===== src/rtl/fp_approx_pkg.sv =====
// Shared types and helpers for the approximate floating-point multiplier.
//   fp_class_t  : operand classification produced in stage 1
//   acc_mode_t  : per-operation accuracy level (0 = most accurate)
//   FLAG_*      : bit positions inside the 3-bit {invalid, overflow, underflow} flags
//   fp_bias     : exponent bias for a given exponent width
//   fp_qnan     : canonical quiet NaN {0, all-ones exponent, 1, zeros}, zero-extended
package fp_approx_pkg;

  typedef enum logic [1:0] {
    FP_ZERO,
    FP_NORM,
    FP_INF,
    FP_NAN
  } fp_class_t;

  typedef logic [1:0] acc_mode_t;

  localparam int FLAG_INVALID   = 2;
  localparam int FLAG_OVERFLOW  = 1;
  localparam int FLAG_UNDERFLOW = 0;

  function automatic int fp_bias(input int exp_w);
    return (1 << (exp_w - 1)) - 1;
  endfunction

  // Returned wide so any exponent/mantissa combination fits; callers cast
  // down to their word width.
  function automatic logic [127:0] fp_qnan(input int exp_w, input int man_w);
    logic [127:0] v;
    v = '0;
    for (int i = 0; i < exp_w; i++) begin
      v[man_w + i] = 1'b1;
    end
    v[man_w - 1] = 1'b1;
    return v;
  endfunction

endpackage


===== src/rtl/fp_mant_approx_mul.sv =====
// Stage-2 mantissa datapath of the approximate multiplier: zeroes the low
// acc_mode*TRUNC_STEP bits of each stored mantissa, restores the hidden one
// and forms the exact (2*MAN_W+2)-bit product. Purely combinational.
// Ports:
//   man_x, man_y : stored mantissa fields (hidden bit not included)
//   acc_mode     : accuracy level, 0 keeps every mantissa bit
//   prod         : exact product of {1, man_x'} and {1, man_y'}
module fp_mant_approx_mul
  import fp_approx_pkg::*;
#(
  parameter int MAN_W      = 23,
  parameter int TRUNC_STEP = 4
) (
  input  logic [MAN_W-1:0]   man_x,
  input  logic [MAN_W-1:0]   man_y,
  input  acc_mode_t          acc_mode,
  output logic [2*MAN_W+1:0] prod
);

  logic [MAN_W-1:0]   keep_mask;
  logic [2*MAN_W+1:0] op_x;
  logic [2*MAN_W+1:0] op_y;

  // Mask clears the bits discarded at the requested accuracy level.
  always_comb begin
    keep_mask = '1;
    for (int i = 0; i < MAN_W; i++) begin
      if (i < int'(acc_mode) * TRUNC_STEP) begin
        keep_mask[i] = 1'b0;
      end
    end
  end

  assign op_x = {{(MAN_W+1){1'b0}}, 1'b1, man_x & keep_mask};
  assign op_y = {{(MAN_W+1){1'b0}}, 1'b1, man_y & keep_mask};
  assign prod = op_x * op_y;

endmodule


===== src/rtl/fp_mul_approx_pipe.sv =====
// Three-stage pipelined approximate floating-point multiplier with a
// valid/ready stream on both sides.
//   S1: classify operands, sign, biased exponent sum
//   S2: mode-dependent mantissa truncation and exact multiply
//   S3: normalize, (optionally) round, special values, pack and flag
// Optional feature macro: ROUND_NEAREST_EN. When defined, S3 rounds to
// nearest-even; otherwise the mantissa is truncated toward zero.
// Ports:
//   clk, rst_n          : clock (rising edge), async active-low reset
//   in_valid, in_ready  : input handshake
//   x_in, y_in          : operands {sign, exp, man}
//   acc_mode            : accuracy level captured with the operands
//   out_valid, out_ready: output handshake
//   result, flags       : product and {invalid, overflow, underflow}
module fp_mul_approx_pipe
  import fp_approx_pkg::*;
#(
  parameter int EXP_W      = 8,
  parameter int MAN_W      = 23,
  parameter int TRUNC_STEP = 4
) (
  input  logic                     clk,
  input  logic                     rst_n,
  input  logic                     in_valid,
  output logic                     in_ready,
  input  logic [EXP_W+MAN_W:0]     x_in,
  input  logic [EXP_W+MAN_W:0]     y_in,
  input  acc_mode_t                acc_mode,
  output logic                     out_valid,
  input  logic                     out_ready,
  output logic [EXP_W+MAN_W:0]     result,
  output logic [2:0]               flags
);

  localparam int W    = 1 + EXP_W + MAN_W;
  localparam int EW   = EXP_W + 2;
  localparam int PW   = 2 * MAN_W + 2;
  localparam int BIAS = fp_bias(EXP_W);

  localparam logic [W-1:0]          QNAN     = W'(fp_qnan(EXP_W, MAN_W));
  localparam logic [EXP_W-1:0]      EXP_ONES = '1;
  localparam logic signed [EW-1:0]  E_BIAS   = EW'(BIAS);
  localparam logic signed [EW-1:0]  E_MAX    = EW'((1 << EXP_W) - 1);
  localparam logic signed [EW-1:0]  E_ONE    = EW'(1);
  localparam logic signed [EW-1:0]  E_ZERO   = '0;

  // Pipeline control
  logic v1, v2, v3;
  logic adv1, adv2, adv3;

  // Stage registers
  logic                    s1_sign;
  fp_class_t               s1_cls_x, s1_cls_y;
  logic signed [EW-1:0]    s1_exp;
  logic [MAN_W-1:0]        s1_man_x, s1_man_y;
  acc_mode_t               s1_mode;

  logic                    s2_sign;
  fp_class_t               s2_cls_x, s2_cls_y;
  logic signed [EW-1:0]    s2_exp;
  logic [PW-1:0]           s2_prod;

  logic [W-1:0]            s3_result;
  logic [2:0]              s3_flags;

  // Operand fields
  logic                    sx, sy;
  logic [EXP_W-1:0]        ex, ey;
  logic [MAN_W-1:0]        mx, my;
  logic signed [EW-1:0]    exp_sum;

  logic [PW-1:0]           mant_prod;

  logic [MAN_W-1:0]        man_norm, man_final;
  logic signed [EW-1:0]    exp_norm, exp_final;
  logic                    is_nan, is_inf, is_zero;
  logic [W-1:0]            res_next;
  logic [2:0]              flags_next;

  function automatic fp_class_t classify(input logic [EXP_W-1:0] e,
                                         input logic [MAN_W-1:0] m);
    if (e == '0) begin
      return FP_ZERO;
    end else if (e == EXP_ONES) begin
      return (m == '0) ? FP_INF : FP_NAN;
    end else begin
      return FP_NORM;
    end
  endfunction

  // A stage may load when it is empty or its contents move on this cycle.
  assign adv3      = !v3 || out_ready;
  assign adv2      = !v2 || adv3;
  assign adv1      = !v1 || adv2;
  assign in_ready  = adv1;
  assign out_valid = v3;
  assign result    = s3_result;
  assign flags     = s3_flags;

  assign {sx, ex, mx} = x_in;
  assign {sy, ey, my} = y_in;
  assign exp_sum = $signed({2'b00, ex}) + $signed({2'b00, ey}) - E_BIAS;

  // Stage 1: capture classification, sign, exponent sum and raw mantissas.
  always_ff @(posedge clk or negedge rst_n) begin
    if (!rst_n) begin
      v1       <= 1'b0;
      s1_sign  <= 1'b0;
      s1_cls_x <= FP_ZERO;
      s1_cls_y <= FP_ZERO;
      s1_exp   <= '0;
      s1_man_x <= '0;
      s1_man_y <= '0;
      s1_mode  <= '0;
    end else if (adv1) begin
      v1 <= in_valid;
      if (in_valid) begin
        s1_sign  <= sx ^ sy;
        s1_cls_x <= classify(ex, mx);
        s1_cls_y <= classify(ey, my);
        s1_exp   <= exp_sum;
        s1_man_x <= mx;
        s1_man_y <= my;
        s1_mode  <= acc_mode;
      end
    end
  end

  fp_mant_approx_mul #(
    .MAN_W      (MAN_W),
    .TRUNC_STEP (TRUNC_STEP)
  ) u_mant_mul (
    .man_x    (s1_man_x),
    .man_y    (s1_man_y),
    .acc_mode (s1_mode),
    .prod     (mant_prod)
  );

  // Stage 2: register the exact truncated-mantissa product.
  always_ff @(posedge clk or negedge rst_n) begin
    if (!rst_n) begin
      v2       <= 1'b0;
      s2_sign  <= 1'b0;
      s2_cls_x <= FP_ZERO;
      s2_cls_y <= FP_ZERO;
      s2_exp   <= '0;
      s2_prod  <= '0;
    end else if (adv2) begin
      v2 <= v1;
      if (v1) begin
        s2_sign  <= s1_sign;
        s2_cls_x <= s1_cls_x;
        s2_cls_y <= s1_cls_y;
        s2_exp   <= s1_exp;
        s2_prod  <= mant_prod;
      end
    end
  end

  // Product of two [1,2) values lies in [1,4); a set MSB means the value is
  // >= 2 and the exponent moves up by one.
  always_comb begin
    if (s2_prod[PW-1]) begin
      man_norm = s2_prod[PW-2 -: MAN_W];
      exp_norm = s2_exp + E_ONE;
    end else begin
      man_norm = s2_prod[PW-3 -: MAN_W];
      exp_norm = s2_exp;
    end
  end

`ifdef ROUND_NEAREST_EN
  logic           guard_bit, sticky_bit, round_up;
  logic [MAN_W:0] man_sum;

  // Round to nearest-even; a carry out of the mantissa means the value hit
  // the next power of two, so the mantissa becomes zero and exponent bumps.
  always_comb begin
    if (s2_prod[PW-1]) begin
      guard_bit  = s2_prod[MAN_W];
      sticky_bit = |s2_prod[MAN_W-1:0];
    end else begin
      guard_bit  = s2_prod[MAN_W-1];
      sticky_bit = |s2_prod[MAN_W-2:0];
    end
    round_up  = guard_bit & (sticky_bit | man_norm[0]);
    man_sum   = {1'b0, man_norm} + {{MAN_W{1'b0}}, round_up};
    man_final = man_sum[MAN_W-1:0];
    exp_final = man_sum[MAN_W] ? exp_norm + E_ONE : exp_norm;
  end
`else
  // Truncation simply drops the low product bits.
  logic prod_lsbs_unused;
  assign prod_lsbs_unused = ^s2_prod[MAN_W-1:0];
  assign man_final = man_norm;
  assign exp_final = exp_norm;
`endif

  assign is_nan  = (s2_cls_x == FP_NAN) || (s2_cls_y == FP_NAN) ||
                   ((s2_cls_x == FP_INF) && (s2_cls_y == FP_ZERO)) ||
                   ((s2_cls_x == FP_ZERO) && (s2_cls_y == FP_INF));
  assign is_inf  = (s2_cls_x == FP_INF) || (s2_cls_y == FP_INF);
  assign is_zero = (s2_cls_x == FP_ZERO) || (s2_cls_y == FP_ZERO);

  // Special values take precedence over the numeric range checks.
  always_comb begin
    res_next   = '0;
    flags_next = '0;
    if (is_nan) begin
      res_next                 = QNAN;
      flags_next[FLAG_INVALID] = 1'b1;
    end else if (is_inf) begin
      res_next = {s2_sign, EXP_ONES, {MAN_W{1'b0}}};
    end else if (is_zero) begin
      res_next = {s2_sign, {(W-1){1'b0}}};
    end else if (exp_final >= E_MAX) begin
      res_next                  = {s2_sign, EXP_ONES, {MAN_W{1'b0}}};
      flags_next[FLAG_OVERFLOW] = 1'b1;
    end else if (exp_final <= E_ZERO) begin
      res_next                   = {s2_sign, {(W-1){1'b0}}};
      flags_next[FLAG_UNDERFLOW] = 1'b1;
    end else begin
      res_next = {s2_sign, exp_final[EXP_W-1:0], man_final};
    end
  end

  // Stage 3: output register, held while the consumer stalls.
  always_ff @(posedge clk or negedge rst_n) begin
    if (!rst_n) begin
      v3        <= 1'b0;
      s3_result <= '0;
      s3_flags  <= '0;
    end else if (adv3) begin
      v3 <= v2;
      if (v2) begin
        s3_result <= res_next;
        s3_flags  <= flags_next;
      end
    end
  end

endmodule


===== config.mk =====
export PLATFORM = sky130hd
export DESIGN_NAME = fp_mul_approx_pipe
export DESIGN_NICKNAME = d
export VERILOG_FILES = /design/src/rtl/fp_approx_pkg.sv /design/src/rtl/fp_mant_approx_mul.sv /design/src/rtl/fp_mul_approx_pipe.sv
export SDC_FILE = /design/constraint.sdc
export NUM_CORES = 2
export LEC_CHECK = 0
export ABC_AREA = 1
export ABC_CLOCK_PERIOD_IN_PS = 16920
export BUFFER_PORTS_ARGS = -buffer_cell sky130_fd_sc_hd__buf_4
export CAP_MARGIN = 20
export CORE_MARGIN = 1
export CORE_UTILIZATION = 30
export DETAILED_ROUTE_END_ITERATION = 8
export GPL_TIMING_DRIVEN = 0
export PLACE_DENSITY = 0.56
export SLEW_MARGIN = 20
export SYNTH_ARGS = -nofsm -noshare
export SYNTH_HDL_FRONTEND = slang
export SYNTH_HIERARCHICAL = 1
export SYNTH_SLANG_ARGS = --single-unit

===== constraint.sdc =====
create_clock -name clk -period 16.92 [get_ports clk]
set_input_delay 1.692 -clock clk [delete_from_list [all_inputs] [get_ports clk]]
set_output_delay 1.692 -clock clk [all_outputs]
set_load 0.1 [all_outputs]

==> metrics.md <==
| Metric | Value |
|---|---|
| First-pass GRT wire length | between 100000 and 150000 µm |
| Final ANT Viol Nets | 0 |
| Ant diodes | 0 |
| FILL cells | roughly 9300 |
| Worst-path clk slew | roughly 0.070 ns |
| RSZ-0062 raised after global routing | no |
| Crit path DAT | roughly 8.2 ns |
| Crit path max-delay family | adder cells |
| Ports | between 100 and 150 |
| Startpoint class of the critical path | register |
| Post-cts sizing count | 0 |
| Vias in the first global route | 22100 |
| Sink Count | around 140 |
| Postcts setup bufs | 0 |
| Warnings, synthesis | 6 |
| Core area | around 87000 µm² |
| CTS max path bufs | 2 |
| Syn Inst Count | approximately 3400 |
| Count of final hold-check violations | 0 |
| Die area | ~89000 µm² |
| Initial core utilization | 0.302 |
| Clock Skew | 0.0123 ns |
| MaxCap Viol Count | 0 |
| Setup crit end kind | register |
| Rows | 108 |
| Final setup fails | 0 |
| Area growth syn-to-layout | 10.9% |
| TritonRoute pass-1 iters | 5 |
| Worst slew margin | 0.316 |
| Max Fclk | around 130 MHz |
| Worst Hold End | result[16] |
| Area occupied by multi-input gates | about 19000 µm² |
| CP max stage cell | nor2_1 |
| Largest net degree at the start of global routing | 82 |
| Vias per cell | 4.48 |
| Routed len/inst | between 15 and 20 µm |
| CP dominant cell by count | fa_1 |
| Die Span Y | 298 µm |
| Crit path buffers/inverters | 4 |
| CTS Hold Bufs | 0 |
| Least-Margin Pin Slew | slightly above 1 ns |
| Final nets | about 4300 |
| Final Slew Violations | 0 |
| CTS Buf Count | 17 |
| Vias | between 20000 and 25000 |
| Part of the cycle the worst path needs | 0.464 |
| GR Overflow Total | 0 |
| Syn Std Cell Area | 26200 µm² |
| Status | finished clean |
| Req. time, crit path | about 17 ns |
| DIE WIDTH | ~300 µm |
| Worst hold path type | register to register |
| Worst hold path cell count | 2 |
| # DRC | 0 |
| Reg2reg setup slack | 9.07 ns |
| Iter 0 DRT Violations | about 1300 |
| CTS tree | done |
| Initial antenna violation count | 0 |
| IO buf count | 106 |
| Flip-flop and latch area | between 3000 and 4000 µm² |
| CP peak stage delay | roughly 0.79 ns |
| Synth Net Count | 4141 |
| GP Congestion | approximately 0.93 |
| Syn avg cell area | a little under 8 µm² |
| Post-DP HPWL | 68800 µm |
| Crit path time final | about 7.8 ns |
| WL final | approximately 80000 µm |
| FF-to-FF End | s2_prod[44] |
| Layout cells sized above 1 | 0.0746 |
| Worst reg2reg path startpoint | s1_mode[0] |
| Tot GR Track Use | 0.187 |
| HP Start | result[16] |
| Critical path class | register to register |
| Fin Setup TNS | 0 ns |
| Worst-Skew Late Latency | about 0.47 ns |
| Worst R2R Path Depth | 25 |
| H-Tree Level Count | 4 |
| Crit-path max FO | 6 |
| CTS Root Cell | clkbuf_16 |
[state kept, by name, indices dropped and copies added, names as in the netlist, 3 cells and up]
| signal | cells |
|---|---|
| s1_man_x | 23 |
| s2_prod | 25 |
| s2_exp | 10 |
| flags | 3 |
| s1_man_y | 23 |
| s1_exp | 10 |
| result | 32 |
[worst reg2reg max path, stage by stage (launching register included)]
cell	delay, ns
dfrtp_1	0.45
nor2_1	0.33
inv_2	0.13
nor2_1	0.79
inv_1	0.45
nor2_1	0.25
fa_1	0.45
fa_1	0.51
fa_1	0.44
fa_1	0.56
fa_1	0.49
fa_1	0.51
inv_1	0.05
fa_1	0.51
inv_1	0.05
ha_1	0.34
nand2_1	0.11
nor2_1	0.31
nand2_1	0.13
nor2_1	0.12
nand2_1	0.07
nand3_2	0.14
nand2_1	0.11
nand3_1	0.08
nand2_1	0.09
mux2_2	0.27
[metrics by stage]
step,cell area (µm²),hold slack (ns),cells,setup WS [ns],utilization
floorplan,26200,0.447,3399,10.59,-
global placement,28500,0.461,4660,9.12,0.328
detailed placement,28500,0.468,4662,9.19,0.329
CTS,29100,0.488,4693,9.14,0.335
global route,29100,0.497,4693,8.73,0.335
finish,29100,0.484,4693,9.07,0.335
[cell type report]
type / count / share of cell area
repair buffers: 108 / 0.0288
plain buffers: 97 / 0.0140
inverters: 900 / 0.116
well taps: 1155 / 0.0497
flip-flops and latches: 141 / 0.121
clock buffers: 20 / 0.0154
multi-input cells: 2261 / 0.651
clock inverters: 11 / 0.00379
[worst max path at each step]
stage / start / to / slack, ns / cells after the start
after floorplan: s1_mode[1] / s2_prod[33] / 10.59 / 33
after global placement: s1_mode[0] / s2_prod[44] / 9.12 / 26
after detailed placement: s1_mode[0] / s2_prod[44] / 9.19 / 26
after CTS: s1_mode[0] / s2_prod[44] / 9.14 / 25
after global routing: s1_mode[0] / s2_prod[44] / 8.73 / 26
final: s1_mode[0] / s2_prod[44] / 9.07 / 25
[per-layer routing]
| layer | track usage | wire (µm) |
|---|---|---|
| met5 | 0 | 0 |
| met4 | 0.0589 | 2380 |
| met3 | 0.0192 | 3980 |
| met2 | 0.316 | 37900 |
| met1 | 0.252 | 35400 |
[cell usage in the layout (no fill, tap or decap), drive strengths merged, types with 5 or more instances in the layout]
master,n
a21oi,76
buf,125
clkbuf,100
clkinv,13
dfrtp,141
fa,483
ha,189
inv,895
mux2,25
nand2,918
nand3,79
nand4,15
nor2,363
nor3,6
nor4,10
o21ai,57
o21bai,6
or2,5
xnor2,5
xor2,9
Power is not shown: default switching activity piles up to over one toggle a cycle in this logic, so the estimate is an artifact.
